==> src/rtl/serial_full_adder_ctrl.sv <==
// Bit-serial adder: streams two WIDTH-bit operands LSB-first through a one-bit
// full-adder cell, recirculating the carry, and returns the sum over valid/ready.

module full_adder_cell (
  input  logic i_a,
  input  logic i_b,
  input  logic i_carry_in,
  output logic o_res,
  output logic o_carry_out
);
  assign o_res       = i_a ^ i_b ^ i_carry_in;
  assign o_carry_out = (i_a & i_b) | (i_carry_in & (i_a ^ i_b));
endmodule

module serial_full_adder_ctrl #(
  parameter int WIDTH = 8
) (
  input  logic             clk,
  input  logic             rst_n,
  input  logic             i_in_valid,
  output logic             o_in_ready,
  input  logic [WIDTH-1:0] i_a,
  input  logic [WIDTH-1:0] i_b,
  input  logic             i_carry_in,
  output logic             o_out_valid,
  input  logic             i_out_ready,
  output logic [WIDTH-1:0] o_sum,
  output logic             o_carry_out,
  output logic             o_busy
);
  localparam int CNT_W = (WIDTH > 1) ? $clog2(WIDTH) : 1;

  typedef enum logic [1:0] {
    S_IDLE = 2'd0,
    S_RUN  = 2'd1,
    S_DONE = 2'd2
  } state_t;

  state_t             r_state;
  state_t             w_state_next;
  logic [WIDTH-1:0]   r_sa;
  logic [WIDTH-1:0]   r_sb;
  logic               r_creg;
  logic [CNT_W-1:0]   r_cnt;
  logic [WIDTH-1:0]   r_sum;
  logic               r_carry_out;
  logic               w_res;
  logic               w_cout;
  logic               w_last;
  logic               w_run;
  logic [WIDTH-1:0]   w_final;

  full_adder_cell u_cell (
    .i_a         (r_sa[0]),
    .i_b         (r_sb[0]),
    .i_carry_in  (r_creg),
    .o_res       (w_res),
    .o_carry_out (w_cout)
  );

  assign w_run  = (r_state == S_RUN);
  assign w_last = (r_cnt == CNT_W'(WIDTH - 1));

  // Result bits collected so far live in r_acc; the current cell output
  // completes the MSB, so only WIDTH-1 bits of history are stored.
  generate
    if (WIDTH == 1) begin : g_acc_single
      assign w_final = w_res;
    end else begin : g_acc_multi
      logic [WIDTH-2:0] r_acc;

      always_ff @(posedge clk or negedge rst_n) begin
        if (!rst_n) begin
          r_acc <= '0;
        end else if (w_run) begin
          r_acc <= w_final[WIDTH-1:1];
        end
      end

      assign w_final = {w_res, r_acc};
    end
  endgenerate

  always_ff @(posedge clk or negedge rst_n) begin
    if (!rst_n) begin
      r_state <= S_IDLE;
    end else begin
      r_state <= w_state_next;
    end
  end

  always_comb begin
    w_state_next = r_state;
    case (r_state)
      S_IDLE:  if (i_in_valid)  w_state_next = S_RUN;
      S_RUN:   if (w_last)      w_state_next = S_DONE;
      S_DONE:  if (i_out_ready) w_state_next = S_IDLE;
      default: w_state_next = S_IDLE;
    endcase
  end

  always_comb begin
    o_in_ready  = (r_state == S_IDLE);
    o_busy      = (r_state == S_RUN);
    o_out_valid = (r_state == S_DONE);
  end

  always_ff @(posedge clk or negedge rst_n) begin
    if (!rst_n) begin
      r_sa        <= '0;
      r_sb        <= '0;
      r_creg      <= 1'b0;
      r_cnt       <= '0;
      r_sum       <= '0;
      r_carry_out <= 1'b0;
    end else begin
      case (r_state)
        S_IDLE: begin
          if (i_in_valid) begin
            r_sa   <= i_a;
            r_sb   <= i_b;
            r_creg <= i_carry_in;
            r_cnt  <= '0;
          end
        end
        S_RUN: begin
          r_sa   <= r_sa >> 1;
          r_sb   <= r_sb >> 1;
          r_creg <= w_cout;
          r_cnt  <= r_cnt + CNT_W'(1);
          // Result registers change only here, so they hold through the next RUN.
          if (w_last) begin
            r_sum       <= w_final;
            r_carry_out <= w_cout;
          end
        end
        default: ;
      endcase
    end
  end

  assign o_sum       = r_sum;
  assign o_carry_out = r_carry_out;

endmodule
==> config.mk <==
export PLATFORM = sky130hd
export DESIGN_NAME = serial_full_adder_ctrl
export DESIGN_NICKNAME = d
export VERILOG_FILES = /design/src/rtl/serial_full_adder_ctrl.sv
export SDC_FILE = /design/constraint.sdc
export NUM_CORES = 1
export LEC_CHECK = 0
export CAP_MARGIN = 5
export CORE_MARGIN = 1.5
export CORE_UTILIZATION = 35
export CTS_BUF_LIST = sky130_fd_sc_hd__clkbuf_8
export DETAILED_ROUTE_END_ITERATION = 10
export PLACE_DENSITY = 0.65
export SLEW_MARGIN = 20
export SYNTH_ARGS = -nofsm -noshare
export SYNTH_HDL_FRONTEND = slang
export SYNTH_SLANG_ARGS = --single-unit
==> constraint.sdc <==
create_clock -name clk -period 2.1 [get_ports clk]
set_input_delay 0.315 -clock clk [delete_from_list [all_inputs] [get_ports clk]]
set_output_delay 0.315 -clock clk [all_outputs]
set_load 0.02 [all_outputs]
==> impl_metrics.env <==
export IMPL_clkTransAtPathRegs_ns=0.08
export IMPL_ant_nets=0
export IMPL_crit_start="r_state[1]$_DFFE_PN0P_"
export IMPL_avgSynthCellArea_um2=11.7
export IMPL_track_usage=0.143
export IMPL_min_period_ns=1.96
export IMPL_critPathLaunchType="flop"
export IMPL_setup_viol=0
export IMPL_routed_via_density=5.47
export IMPL_multi_input_area_um2=658
export IMPL_drtPass1Iterations=5
export IMPL_maxCapViolations=0
export IMPL_mostFrequentLayoutCell="dfrtp_1"
export IMPL_core_area_um2=4690
export IMPL_die_y_um=72.5
export IMPL_hold_buffers=0
export IMPL_period_share=0.936
export IMPL_power_switching_w=0.00118
export IMPL_synthTopCellsByArea="dfrtp_1 (56%), o22ai_1 (8.5%), mux2_4 (8.0%)"
export IMPL_netlist_area_um2=1690
export IMPL_outcome="finished, final reports clean"
export IMPL_synthCells=145
export IMPL_rr_endpoint="o_sum[1]$_DFFE_PN0P_"
export IMPL_worst_hold_slack_ns=0.454
export IMPL_port_buffers=32
export IMPL_final_cell_mix="dfrtp_1 (38), clkdlybuf4s50_1 (32), nand2_1 (23), o22ai_1 (23), a21oi_1 (11)"
export IMPL_slew_headroom=0.664
export IMPL_htree_levels=2
export IMPL_rr_worst_depth=5
export IMPL_overflow=0
export IMPL_rows=25
export IMPL_tns_ns=0
export IMPL_rsz0062_at_grt="no"
export IMPL_wirelength_mm=3.36
export IMPL_cts_made_buffers=5
export IMPL_synth_fp_nets=169
export IMPL_nets=204
export IMPL_met1_length_mm=1.54
export IMPL_antenna_cells=0
export IMPL_die_w_um=72.5
export IMPL_antenna_found_initial=0
export IMPL_criticalPathCategory="flop to output pin"
export IMPL_cts_tree="built"
export IMPL_ctsResizeCount=0
export IMPL_combPwrFrac=0.423
export IMPL_clockBufferDepth=2
export IMPL_start_util=0.360
export IMPL_ir_drop_mv=0.580
export IMPL_nFillCells=447
export IMPL_hold_violations=0
export IMPL_crit_path_end_kind="output pin"
export IMPL_wl_met2_mm=1.51
export IMPL_critPathMaxFanout=9
export IMPL_required_ns=1.78
export IMPL_synth_top_area_share=0.563
export IMPL_wire_per_inst_um=14.3
export IMPL_vias=1286
export IMPL_power_per_cell_area_nw_per_um2=1490
export IMPL_grt_pass1_wl_mm=5.79
export IMPL_syn_to_final_growth_pct=26.7
export IMPL_timing_rr_start="r_state[1]$_DFFE_PN0P_"
export IMPL_io_pins=33
export IMPL_dp_hpwl_mm=2.31
export IMPL_yosysUniqueCellTypes=26
export IMPL_drv_slew=0
export IMPL_cts_setup_buffers=0
export IMPL_drive_gt1_frac=0.144
export IMPL_synth_seq_cells=38
export IMPL_worstPathArrival_ns=1.65
export IMPL_internal_power_w=0.00203
export IMPL_tightest_slew_ns=0.502
export IMPL_clkSinkCount=38
export IMPL_rrSetupSlack_ns=0.58
export IMPL_seq_area_um2=951
export IMPL_dr_max_layer_used="met4"
export IMPL_synth_seq_area_share=0.563
export IMPL_yosys_area_top_type="dfrtp_1"
export IMPL_leakage_nw=0.952
export IMPL_wl_met3_um=251
export IMPL_grt_max_degree=39
export IMPL_seq_power_share=0.415
export IMPL_pwr_share_clk=0.162
export IMPL_gp_congestion=0.829
export IMPL_grt_pass1_vias=1276
export IMPL_clk_latency_ns=0.29
export IMPL_hold_class="primary input to asynchronous set/reset pin"
export IMPL_skew_ns=0.00844
export IMPL_ys_warnings_count=0
export IMPL_switching_share=0.367
export IMPL_max_freq_mhz=509
export IMPL_root_buffer="clkbuf_8"
export IMPL_die_area_um2=5260
export IMPL_drc=0
export IMPL_crit_end="o_out_valid"
export IMPL_drtIter0Drc=77
power by group through the flow:
stage                     sequential [W]  clock [W]  combinational (W)
after floorplan                  0.00135          0           0.000941
after global placement           0.00132          0            0.00132
after detailed placement         0.00134          0            0.00136
after CTS                        0.00133   0.000527            0.00136
after global routing             0.00137   0.000563            0.00150
final                            0.00133   0.000518            0.00135
cell usage after synthesis:
library cell	n
dfrtp_1	38
nand2_1	23
o22ai_1	23
a21oi_1	11
mux2_4	9
a2bb2oi_1	5
o21ai_0	5
buf_2	4
nor2_1	4
buf_6	3
nand2b_1	3
a22o_1	2
ha_1	2
buf_4	1
clkbuf_1	1
clkinv_1	1
clkinv_4	1
fa_1	1
inv_1	1
nand2_8	1
nand2b_4	1
nand3b_1	1
nor2_2	1
nor2b_1	1
o221a_2	1
o31ai_1	1
kinds of logic (layout without fill, tap and decap cells):
| family | after synthesis | in the layout | synth area share |
|---|---|---|---|
| compound gates | 48 | 48 | 0.180 |
| fa+ha+maj | 3 | 3 | 0.0266 |
| buf+inv | 12 | 48 | 0.0481 |
| simple gates | 35 | 35 | 0.103 |
| flops | 38 | 38 | 0.563 |
| mux | 9 | 9 | 0.0799 |
layout make-up:
type                    instances  area share
clock buffers                   6      0.0386
well taps                      54      0.0315
inverters                       3     0.00759
repair buffers                 37       0.167
flip-flops and latches         38       0.444
clock inverters                 2     0.00409
multi-input cells              95       0.307
sequential cells by signal (all words and copies together) (netlist names):
register           flops
r_state                2
g_acc_multi.r_acc      7
o_carry_out            1
r_cnt                  3
r_creg                 1
o_sum                  8
r_sb                   8
r_sa                   8
critical path, stage by stage (launching register included):
cell	delay, ns
dfrtp_1	0.51
clkinv_1	0.13
nor2_1	0.11
clkdlybuf4s50_1	0.61
worst min-delay path by stage:
stage,endpoint,slack [ns],cells after the start
5_1_grt,r_creg$_DFFE_PN0P_,0.50,2
6_report,r_cnt[1]$_DFFE_PN0P_,0.45,2
2_1_floorplan,g_acc_multi.r_acc[0]$_DFFE_PN0P_,0.02,0
3_3_place_gp,g_acc_multi.r_acc[0]$_DFFE_PN0P_,0.47,2
3_5_place_dp,g_acc_multi.r_acc[0]$_DFFE_PN0P_,0.49,2
4_1_cts,o_carry_out$_DFFE_PN0P_,0.47,2
metrics by stage:
stage | instance area (um2) | power (W) | util | setup slack (ns) | instances
2_1_floorplan | 1690 | 0.00229 | - | 0.724 | 145
3_3_place_gp | 2050 | 0.00265 | 0.437 | 0.438 | 227
3_5_place_dp | 2050 | 0.00270 | 0.437 | 0.380 | 227
4_1_cts | 2140 | 0.00322 | 0.457 | 0.130 | 235
5_1_grt | 2140 | 0.00343 | 0.457 | 0.0595 | 235
6_report | 2140 | 0.00320 | 0.457 | 0.135 | 235
per-layer routing:
metal	global-route usage	up-vias
li1	-	593
met1	0.190	619
met2	0.223	69
met3	0.0333	5
met4	0.0629	0
met5	0	-
No activity file was read; power rests on OpenSTA's default activity.
